==> src/rtl/flux_ctrl_pkg.sv <==
// Shared definitions for the flux capture sequencer: state encoding,
// error codes reported to the host, and capture_mode values for the engine.
package flux_ctrl_pkg;

    typedef enum logic [2:0] {
        ST_IDLE       = 3'd0,
        ST_FLUSH      = 3'd1,
        ST_SETTLE     = 3'd2,
        ST_WAIT_INDEX = 3'd3,
        ST_CAPTURE    = 3'd4,
        ST_DRAIN      = 3'd5,
        ST_DONE       = 3'd6,
        ST_ERROR      = 3'd7
    } seq_state_t;

    localparam logic [2:0] ERR_NONE          = 3'd0;
    localparam logic [2:0] ERR_OVERFLOW      = 3'd1;
    localparam logic [2:0] ERR_INDEX_TIMEOUT = 3'd2;
    localparam logic [2:0] ERR_DRAIN_TIMEOUT = 3'd3;
    localparam logic [2:0] ERR_ABORT         = 3'd4;

    localparam logic [1:0] MODE_CONT      = 2'b00;
    localparam logic [1:0] MODE_ONE_TRACK = 2'b01;
    localparam logic [1:0] MODE_ONE_REV   = 2'b10;

endpackage

==> src/rtl/flux_seq_timer.sv <==
// Shared up-counter for settle, index-wait and drain timing.
// hit fires in the cycle whose 1-based count equals limit; limit 0 disables it.
// The counter saturates at all-ones so it can never wrap back onto the limit.
module flux_seq_timer #(
    parameter int CNT_W = 32
) (
    input  logic             clk,
    input  logic             rst,
    input  logic             clear,
    input  logic             run,
    input  logic [CNT_W-1:0] limit,
    output logic [CNT_W-1:0] count,
    output logic             hit
);

    logic [CNT_W:0] count_inc;

    // Compare the number of the current cycle (count + 1) against the limit.
    always_comb begin
        count_inc = {1'b0, count} + {{CNT_W{1'b0}}, 1'b1};
        hit       = run && (limit != '0) && (count_inc == {1'b0, limit});
    end

    // Count running cycles; restart from zero whenever the sequencer changes state.
    always_ff @(posedge clk) begin
        if (rst || clear) begin
            count <= '0;
        end else if (run && (count != '1)) begin
            count <= count + 1'b1;
        end
    end

endmodule

==> src/rtl/flux_capture_sequencer.sv <==
// Sequences one multi-revolution track read on the flux capture engine:
// flush, head settle, index alignment, capture for N revolutions, drain.
//
// Command semantics: start and abort are single-cycle strobes with no ready
// handshake. start is taken only in IDLE with abort low; abort is taken in any
// non-IDLE state and outranks every other event in the same cycle.
module flux_capture_sequencer
    import flux_ctrl_pkg::*;
#(
    parameter int CNT_W = 32,
    parameter int REV_W = 8
) (
    input  logic             aclk,
    input  logic             areset,
    input  logic             start,
    input  logic             abort,
    input  logic [REV_W-1:0] num_revs,
    input  logic [CNT_W-1:0] settle_cycles,
    input  logic [CNT_W-1:0] timeout_cycles,
    input  logic             index_pulse,
    input  logic             overflow,
    input  logic             fifo_empty,
    input  logic [31:0]      capture_count,
    output logic             capture_enable,
    output logic [1:0]       capture_mode,
    output logic             soft_reset,
    output logic             busy,
    output logic             done,
    output logic             error,
    output logic [2:0]       error_code,
    output logic [REV_W-1:0] revs_done,
    output logic [31:0]      flux_words,
    output logic [2:0]       seq_state
);

    seq_state_t       state, state_next;
    logic             index_q;
    logic             index_evt;
    logic [REV_W-1:0] num_revs_q;
    logic [CNT_W-1:0] settle_q;
    logic [CNT_W-1:0] timeout_q;

    logic             start_accept;
    logic             timer_run;
    logic             timer_clear;
    logic [CNT_W-1:0] timer_limit;
    logic [CNT_W-1:0] timer_count;
    logic             timer_hit;

    logic             err_set;
    logic [2:0]       err_code_set;
    logic             rev_step;
    logic [REV_W-1:0] rev_next;
    logic [REV_W-1:0] rev_target;

    flux_seq_timer #(.CNT_W(CNT_W)) u_timer (
        .clk   (aclk),
        .rst   (areset),
        .clear (timer_clear),
        .run   (timer_run),
        .limit (timer_limit),
        .count (timer_count),
        .hit   (timer_hit)
    );

    // Rising edge of index_pulse acts in the same cycle it is first seen high.
    always_comb begin
        index_evt    = index_pulse && !index_q;
        start_accept = (state == ST_IDLE) && start && !abort;
        rev_next     = (revs_done == '1) ? revs_done : revs_done + 1'b1;
        rev_target   = (num_revs_q == '0) ? {{(REV_W-1){1'b0}}, 1'b1} : num_revs_q;
    end

    // Next-state decode; abort is applied last so it overrides every other event.
    always_comb begin
        state_next   = state;
        timer_run    = 1'b0;
        timer_limit  = timeout_q;
        err_set      = 1'b0;
        err_code_set = ERR_NONE;
        rev_step     = 1'b0;

        case (state)
            ST_IDLE: begin
                if (start_accept) state_next = ST_FLUSH;
            end
            ST_FLUSH: begin
                state_next = (settle_q != '0) ? ST_SETTLE : ST_WAIT_INDEX;
            end
            ST_SETTLE: begin
                timer_run   = 1'b1;
                timer_limit = settle_q;
                if (timer_hit) state_next = ST_WAIT_INDEX;
            end
            ST_WAIT_INDEX: begin
                timer_run = 1'b1;
                if (index_evt) begin
                    state_next = ST_CAPTURE;
                end else if (timer_hit) begin
                    state_next   = ST_ERROR;
                    err_set      = 1'b1;
                    err_code_set = ERR_INDEX_TIMEOUT;
                end
            end
            ST_CAPTURE: begin
                if (overflow) begin
                    state_next   = ST_ERROR;
                    err_set      = 1'b1;
                    err_code_set = ERR_OVERFLOW;
                end else if (index_evt) begin
                    rev_step = 1'b1;
                    if (rev_next == rev_target) state_next = ST_DRAIN;
                end
            end
            ST_DRAIN: begin
                timer_run = 1'b1;
                // The engine may still report empty from before the last words
                // landed, so the first drain cycle never trusts fifo_empty.
                if (fifo_empty && (timer_count != '0)) begin
                    state_next = ST_DONE;
                end else if (timer_hit) begin
                    state_next   = ST_ERROR;
                    err_set      = 1'b1;
                    err_code_set = ERR_DRAIN_TIMEOUT;
                end
            end
            ST_DONE:  state_next = ST_IDLE;
            ST_ERROR: state_next = ST_IDLE;
            default:  state_next = ST_IDLE;
        endcase

        if ((state != ST_IDLE) && abort) begin
            state_next   = ST_ERROR;
            err_set      = 1'b1;
            err_code_set = ERR_ABORT;
            rev_step     = 1'b0;
        end
    end

    // Timer restarts whenever the state changes.
    always_comb begin
        timer_clear = (state_next != state);
    end

    // Engine-facing and host-facing outputs decoded from the registered state.
    always_comb begin
        capture_enable = (state == ST_CAPTURE);
        capture_mode   = MODE_CONT;
        soft_reset     = (state == ST_FLUSH) || (state == ST_ERROR);
        busy           = (state != ST_IDLE);
        done           = (state == ST_DONE);
        seq_state      = state;
    end

    // State register and index edge-detect stage.
    always_ff @(posedge aclk) begin
        if (areset) begin
            state   <= ST_IDLE;
            index_q <= 1'b0;
        end else begin
            state   <= state_next;
            index_q <= index_pulse;
        end
    end

    // Run configuration is captured once at start so the host can reprogram freely.
    always_ff @(posedge aclk) begin
        if (areset) begin
            num_revs_q <= '0;
            settle_q   <= '0;
            timeout_q  <= '0;
        end else if (start_accept) begin
            num_revs_q <= num_revs;
            settle_q   <= settle_cycles;
            timeout_q  <= timeout_cycles;
        end
    end

    // Status registers: sticky error, revolution count, latched word count.
    always_ff @(posedge aclk) begin
        if (areset) begin
            error      <= 1'b0;
            error_code <= ERR_NONE;
            revs_done  <= '0;
            flux_words <= '0;
        end else begin
            if (start_accept) begin
                error      <= 1'b0;
                error_code <= ERR_NONE;
                revs_done  <= '0;
            end
            if (rev_step) revs_done <= rev_next;
            if (err_set) begin
                error      <= 1'b1;
                error_code <= err_code_set;
            end
            if ((state_next == ST_DONE) && (state != ST_DONE)) begin
                flux_words <= capture_count;
            end
        end
    end

endmodule

==> config.mk <==
export PLATFORM = sky130hd
export DESIGN_NAME = flux_capture_sequencer
export DESIGN_NICKNAME = d
export VERILOG_FILES = /design/src/rtl/flux_ctrl_pkg.sv /design/src/rtl/flux_seq_timer.sv /design/src/rtl/flux_capture_sequencer.sv
export SDC_FILE = /design/constraint.sdc
export NUM_CORES = 1
export LEC_CHECK = 0
export ABC_AREA = 1
export ABC_CLOCK_PERIOD_IN_PS = 7080
export CORE_ASPECT_RATIO = 0.7
export CORE_MARGIN = 2
export CORE_UTILIZATION = 59
export CTS_BUF_LIST = sky130_fd_sc_hd__clkbuf_8
export CTS_CLUSTER_SIZE = 14
export DETAILED_ROUTE_END_ITERATION = 10
export HOLD_SLACK_MARGIN = 0.1
export PLACE_DENSITY = 0.88
export SYNTH_ARGS = -nofsm -noshare
export SYNTH_HDL_FRONTEND = slang
export SYNTH_HIERARCHICAL = 1
export SYNTH_SLANG_ARGS = --single-unit
==> constraint.sdc <==
create_clock -name aclk -period 7.08 [get_ports aclk]
set_input_delay 2.124 -clock aclk [delete_from_list [all_inputs] [get_ports aclk]]
set_output_delay 2.124 -clock aclk [all_outputs]
set_load 0.01 [all_outputs]
==> results of run 1 <==
## flip-flops by register name (all words and copies together), names as in the netlist
signal,flops
seq_state,3
u_timer/count,32
error,1
flux_words,32
error_code,3
revs_done,8
settle_q,32
num_revs_q,8
index_q,1
timeout_q,32
## where the power goes
| part | total [W] | switching [W] | internal (W) |
|---|---|---|---|
| registers | 0.00119 | 0.000137 | 0.00106 |
| clock network | 0.000724 | 0.000334 | 0.000390 |
| logic | 0.00179 | 0.00112 | 0.000675 |
| total | 0.00371 | 0.00159 | 0.00212 |
## stage by stage
stage	cell area [um^2]	cells
global route	11000	1775
finish	11000	1775
CTS	11000	1775
detailed placement	10600	1743
global placement	10600	1743
floorplan	8900	1438
## worst max-delay path, delay by kind of cell (launching register included)
| family | cells | cell delay, ps |
|---|---|---|
| AOI/OAI and AO/OA | 5 | 1030 |
| xor gates and xnor gates | 1 | 130 |
| buffers and inverters | 3 | 690 |
| DFF | 1 | 400 |
| and+or+nand+nor | 19 | 3130 |
## layout by cell type (no fill, tap or decap), types with 4 or more instances in the layout
cell	instances
nor2_2	8
nand3b_1	13
nand4_1	50
nand3_1	71
nor3_1	7
clkdlybuf4s50_1	161
bufinv_16	4
nand2_2	37
clkinv_2	4
a31oi_1	6
nand2_1	308
inv_2	9
nor2_4	7
o21ai_0	144
dfxtp_1	152
nor2_1	227
inv_1	217
xor2_1	9
o21bai_1	4
xnor2_1	6
or2_2	4
buf_4	9
clkbuf_8	18
a21oi_1	81
## layer usage
layer | share of wire [%] | vias to the layer above
li1 | - | 4771
met4 | 2.8 | 0
met2 | 44 | 522
met3 | 9.8 | 60
met1 | 43 | 4261
met5 | 0 | -
## cells by family after synthesis
group,after synthesis
AOI/OAI and AO/OA,239
buffers and inverters,285
adders and majority gates,2
xor gates and xnor gates,17
other,1
DFF,152
and+or+nand+nor,741
## cell type report
cell class,count,area (um^2)
Clock buffer,18,248
Clock inverter,14,180
Fill cell,1230,3740
Inverter,225,845
Multi-Input combinational cell,1001,4750
Sequential cell,152,3040
Tap cell,195,244
Timing Repair Buffer,170,1680
## synth_stat cells, drive strengths merged
cell | number | area share, %
a21bo | 1 | 0.11
o21ai | 144 | 8.1
dfxtp | 152 | 34
a21boi | 1 | 0.13
a21oi | 81 | 4.6
or2 | 4 | 0.28
o221ai | 1 | 0.099
conb | 1 | 0.042
xnor3 | 1 | 0.25
o31ai | 1 | 0.084
o21bai | 4 | 0.34
nor4 | 1 | 0.14
nand2 | 348 | 16
a31oi | 6 | 0.42
and2 | 1 | 0.070
nand3 | 73 | 4.2
ha | 2 | 0.28
xor3 | 1 | 0.27
nor2 | 243 | 11
nor3 | 8 | 0.45
xor2 | 9 | 0.89
xnor2 | 6 | 0.59
nand3b | 13 | 1.1
clkinv | 1 | 0.042
nand4 | 50 | 3.5
clkbuf | 43 | 1.8
inv | 224 | 9.5
buf | 17 | 1.3
## worst min-delay path by stage
stage	from	end	slack, ps	cells past startpoint
after floorplan	settle_q[12]	settle_q[12]	440	2
after global placement	error_code[2]	error_code[2]	450	2
after detailed placement	error_code[2]	error_code[2]	460	2
after CTS	error_code[2]	error_code[2]	470	2
after global routing	error_code[2]	error_code[2]	490	2
final	error_code[2]	error_code[2]	470	2
==> flow_metrics.py, run 1 <==
metrics = {
    "detailed_routing": {
        "dr.first_iter.drc_count": 982,
        "first_pass_iters": 8,
        "vias": 9614,
        "drc": 0,
        "detail_route.vias_per_cell": 5.42,
        "ant_nets": 0,
        "wl_per_cell_um": 14.8,
        "wl_mm": 26.2,
    },
    "critical_path": {
        "crit_end": "u_timer/count[20]",
        "crit_path_start": "seq_state[2]",
        "r2r_cells": 28,
        "regToRegEndpoint": "u_timer/count[20]",
        "slowest_delay_ps": 920,
        "r2r-start": "seq_state[2]",
        "cp.arrival_ps": 5870,
        "worstSetupStartpointType": "flip-flop",
        "path_max_fanout": 38,
        "path_class": "reg -> reg",
        "slowest_stage": "nor2_2",
        "crit_path_end_kind": "flip-flop",
        "r2r_slack_ps": 1590,
        "crit_required_ps": 7460,
    },
    "clock_network": {
        "htree_levels": 4,
        "postCtsHoldBufs": 0,
        "cts_tree": "yes",
        "cts.path.max_buffers": 2,
        "cts_inserted_buffers": 17,
        "cts_root_buffer": "clkbuf_8",
        "path_clk_slew_ps": 80,
        "cts_sinks": 152,
        "post_cts_resized": 0,
        "postCtsSetupBuffers": 0,
        "clock_latency_ps": 460,
    },
    "global_route": {
        "grtUsageMet1_pct": 43.8,
        "grt_max_degree": 111,
        "grt_usage_pct": 32.4,
        "grt-ovfl-total": 0,
        "busiest_layer": "met2",
        "globalRouteMet2Util_pct": 50.9,
        "grt_pass1_vias": 8660,
        "grt_use_met3_pct": 7.23,
        "grt_pass1_wl_mm": 41.3,
        "antenna_found_initial": 0,
    },
    "yosys": {
        "synth_simple_gate_area_share_pct": 37.0,
        "ys_types": 38,
        "avgSynthCellArea_um2": 6.19,
        "synth_xor_area_share_pct": 2.00,
        "synth.area.mux_share_pct": 0,
        "syn_area_um2": 8890,
        "synth_compound_area_share_pct": 13.8,
        "synthCells": 1437,
        "ys_warn_count": 6,
        "synth_adder_area_share_pct": 0.281,
        "yosysSeqAreaShare_pct": 34.2,
        "synth_top_family_by_area": "simple AND/OR/NAND/NOR gates",
        "ys_ff_latch": 152,
    },
    "timing": {
        "timing.final.hold_violations": 0,
        "slew_headroom_pct": 20.9,
        "fin_crit_ps": 5490,
        "finalSetupViolCount": 0,
        "fmax_ghz": 0.182,
        "fin_setup_tns_ps": 0,
        "finalCritPeriodShare_pct": 77.6,
        "worst_slack_ps": 1590,
        "maxSlewViolCount": 0,
        "max_slew.worst_pin.slew_ps": 1190,
        "rsz0062_at_grt": "no",
        "finClkSkew_ps": 9.96,
        "whs_ps": 467,
    },
    "die": {
        "rows": 37,
        "coreArea_um2": 14700,
        "io_pins": 164,
        "die-area_um2": 16100,
        "initial_core_util_pct": 60.4,
        "chipHeight_um": 107,
        "die_w_um": 151,
    },
    "placed_design": {
        "dp_hpwl_mm": 19.0,
        "numPortBuffers": 161,
        "place.gp.congestion": 1.01,
        "dp_slack_ps": 1560,
    },
    "power_and_ir_drop": {
        "p_leak_nw": 4.72,
        "ir_drop_uv": 205,
        "power_density_nw_per_um2": 338,
        "finalPower_w": 0.00371,
    },
    "job": {
        "cap_violations": 0,
    },
    "finish": {
        "drive_gt1_share_pct": 7.22,
        "area_delta_synth_final_pct": 23.5,
        "nets": 1680,
        "final_core_utilization_pct": 74.6,
        "antenna_cells": 0,
    },
    "run_status": {
        "status": "finished clean",
    },
    "hold_path": {
        "hold_class": "reg -> reg",
    },
}
No activity file was read; power rests on OpenSTA's default activity.
==> run 2, diff against run 1 <==
--- a/config.mk
+++ b/config.mk
@@ -6,15 +6,15 @@
 export NUM_CORES = 1
 export LEC_CHECK = 0
 export ABC_AREA = 1
-export ABC_CLOCK_PERIOD_IN_PS = 7080
+export ABC_CLOCK_PERIOD_IN_PS = 4700
 export CORE_ASPECT_RATIO = 0.7
 export CORE_MARGIN = 2
-export CORE_UTILIZATION = 59
+export CORE_UTILIZATION = 49
 export CTS_BUF_LIST = sky130_fd_sc_hd__clkbuf_8
 export CTS_CLUSTER_SIZE = 14
 export DETAILED_ROUTE_END_ITERATION = 10
 export HOLD_SLACK_MARGIN = 0.1
-export PLACE_DENSITY = 0.88
+export PLACE_DENSITY = 0.78
 export SYNTH_ARGS = -nofsm -noshare
 export SYNTH_HDL_FRONTEND = slang
 export SYNTH_HIERARCHICAL = 1
==> constraint.sdc (replaced) <==
create_clock -name aclk -period 4.7 [get_ports aclk]
set_input_delay 1.41 -clock aclk [delete_from_list [all_inputs] [get_ports aclk]]
set_output_delay 1.41 -clock aclk [all_outputs]
set_load 0.01 [all_outputs]
==> run 2 against run 1 <==
Against the previous run:
- sequential share of layout area shrank 0.16 points
- die area is 20% higher
- register-to-register slack got worse by 1200 ps
- count of clock-buffer cells in the layout unchanged
- combinational power grew 50%
- utilization down 13 points
- final cell count rose by 2.3%
- largest power group unchanged
==> flow_metrics.py, run 2 (same netlist as run 1, synthesis figures left out) <==
metrics = {
    "critical_path": {
        "crit_required_ps": 5080,
        "worstSetupStartpointType": "flip-flop",
        "slowest_stage": "dfxtp_1",
        "slowest_delay_ps": 510,
        "crit_path_frequent_cell": "nor2_1",
        "crit_path_end_kind": "flip-flop",
        "path_class": "reg -> reg",
        "path_max_fanout": 66,
        "cp.arrival_ps": 4650,
    },
    "global_route": {
        "grt-ovfl-total": 0,
        "grt_use_met3_pct": 6.43,
        "busiest_layer": "met2",
        "grt_pass1_wl_mm": 40.0,
        "antenna_found_initial": 0,
        "grt_usage_pct": 26.4,
        "grtUsageMet1_pct": 37.6,
        "globalRouteMet2Util_pct": 39.4,
        "grt_max_degree": 111,
        "grt_pass1_vias": 8093,
    },
    "clock_network": {
        "post_cts_resized": 0,
        "postCtsSetupBuffers": 0,
        "cts_sinks": 152,
        "cts_inserted_buffers": 17,
        "cts_root_buffer": "clkbuf_8",
        "cts.path.max_buffers": 2,
        "postCtsHoldBufs": 0,
        "htree_levels": 4,
        "path_clk_slew_ps": 80,
        "cts_tree": "yes",
        "clock_latency_ps": 450,
    },
    "timing": {
        "finalSetupViolCount": 0,
        "fmax_ghz": 0.234,
        "maxSlewViolCount": 0,
        "finClkSkew_ps": 10.9,
        "fin_setup_tns_ps": 0,
        "fin_crit_ps": 4280,
        "slew_headroom_pct": 34.3,
        "finalCritPeriodShare_pct": 91.0,
        "timing.final.hold_violations": 0,
        "max_slew.worst_pin.slew_ps": 985,
        "rsz0062_at_grt": "no",
    },
    "power_and_ir_drop": {
        "p_int_w": 0.00316,
        "switching_share_pct": 42.9,
        "ir_drop_uv": 401,
        "seqPwrFrac_pct": 32.5,
        "power_frac_clock_pct": 18.9,
        "combPwrFrac_pct": 48.6,
        "switchingPower_w": 0.00238,
        "finalPower_w": 0.00553,
        "p_leak_nw": 4.72,
        "power_density_nw_per_um2": 501,
    },
    "detailed_routing": {
        "first_pass_iters": 6,
        "wl_mm": 25.7,
        "dr.first_iter.drc_count": 964,
        "wl_per_cell_um": 14.2,
        "drc": 0,
        "detail_route.vias_per_cell": 5.15,
        "vias": 9349,
        "ant_nets": 0,
    },
    "die": {
        "rows": 41,
        "chipHeight_um": 117,
        "die-area_um2": 19300,
        "initial_core_util_pct": 49.7,
        "die_w_um": 165,
        "io_pins": 164,
        "coreArea_um2": 17900,
    },
    "placed_design": {
        "place.gp.congestion": 0.991,
        "numPortBuffers": 161,
        "dp_hpwl_mm": 18.9,
        "place_inst": 1786,
    },
    "finish": {
        "area_delta_synth_final_pct": 24.2,
        "nets": 1682,
        "antenna_cells": 0,
        "final_common_cell": "nand2_1",
        "fill_cells": 1684,
        "final_core_utilization_pct": 61.7,
        "drive_gt1_share_pct": 7.22,
        "layout_common_cells": "nand2_1 (308), nor2_1 (228), inv_1 (216), clkdlybuf4s50_1 (161), dfxtp_1 (152)",
        "fin_cells": 1816,
    },
    "job": {
        "cap_violations": 0,
    },
    "run_status": {
        "status": "finished clean",
    },
    "hold_path": {
        "hold_class": "reg -> reg",
    },
}
[run 2: worst max-delay path: cells and delay by family, from the launching register on]
family,cells,cell delay (ps)
compound gates,5,810
xor+xnor,1,130
buf+inv,4,800
flops,1,510
simple gates,18,1910
[run 2: layer usage]
layer  routed length (um)  share of wire [%]  vias to the layer above
met3                 2180                8.5                       39
met1                12100                 47                     4172
met5                    0                  0                        -
met4                  472                1.8                        0
li1                     -                  -                     4786
met2                11000                 43                      352
[run 2: power by group through the flow]
stage	Clock [W]	Combinational [W]	Sequential, W
floorplan	0	0.00173	0.00185
global placement	0	0.00262	0.00181
detailed placement	0	0.00265	0.00182
CTS	0.00107	0.00268	0.00179
global route	0.00112	0.00299	0.00183
finish	0.00105	0.00269	0.00180
[run 2: layout make-up]
class | instances | area [um^2] | area share (%)
Multi-Input combinational cell | 1001 | 4740 | 42.9
Timing Repair Buffer | 172 | 1720 | 15.6
Inverter | 225 | 846 | 7.66
Sequential cell | 152 | 3040 | 27.5
Tap cell | 236 | 295 | 2.67
Clock buffer | 18 | 248 | 2.24
Clock inverter | 12 | 153 | 1.38
[run 2: stage by stage]
step	hold slack [ps]	area (um^2)	setup slack [ps]
floorplan	444	8900	939
global placement	461	10600	511
detailed placement	468	10600	451
CTS	480	11000	436
global route	503	11000	17.8
finish	475	11000	422
[run 2: final timing paths]
check,start,to,slack [ps],cells after the start
max,seq_state[2],u_timer/count[21],420,28
min,settle_q[16],settle_q[16],480,2
max reg2reg,seq_state[2],u_timer/count[21],420,28
min reg2reg,settle_q[16],settle_q[16],480,2
==> run 3, diff against run 2 <==
--- a/config.mk
+++ b/config.mk
@@ -11,7 +11,7 @@
 export CORE_MARGIN = 2
 export CORE_UTILIZATION = 49
 export CTS_BUF_LIST = sky130_fd_sc_hd__clkbuf_8
-export CTS_CLUSTER_SIZE = 14
+export CTS_CLUSTER_SIZE = 20
 export DETAILED_ROUTE_END_ITERATION = 10
 export HOLD_SLACK_MARGIN = 0.1
 export PLACE_DENSITY = 0.78
==> results of run 3 <==
Final layout, timing and power as in run 2 (identical DEF).
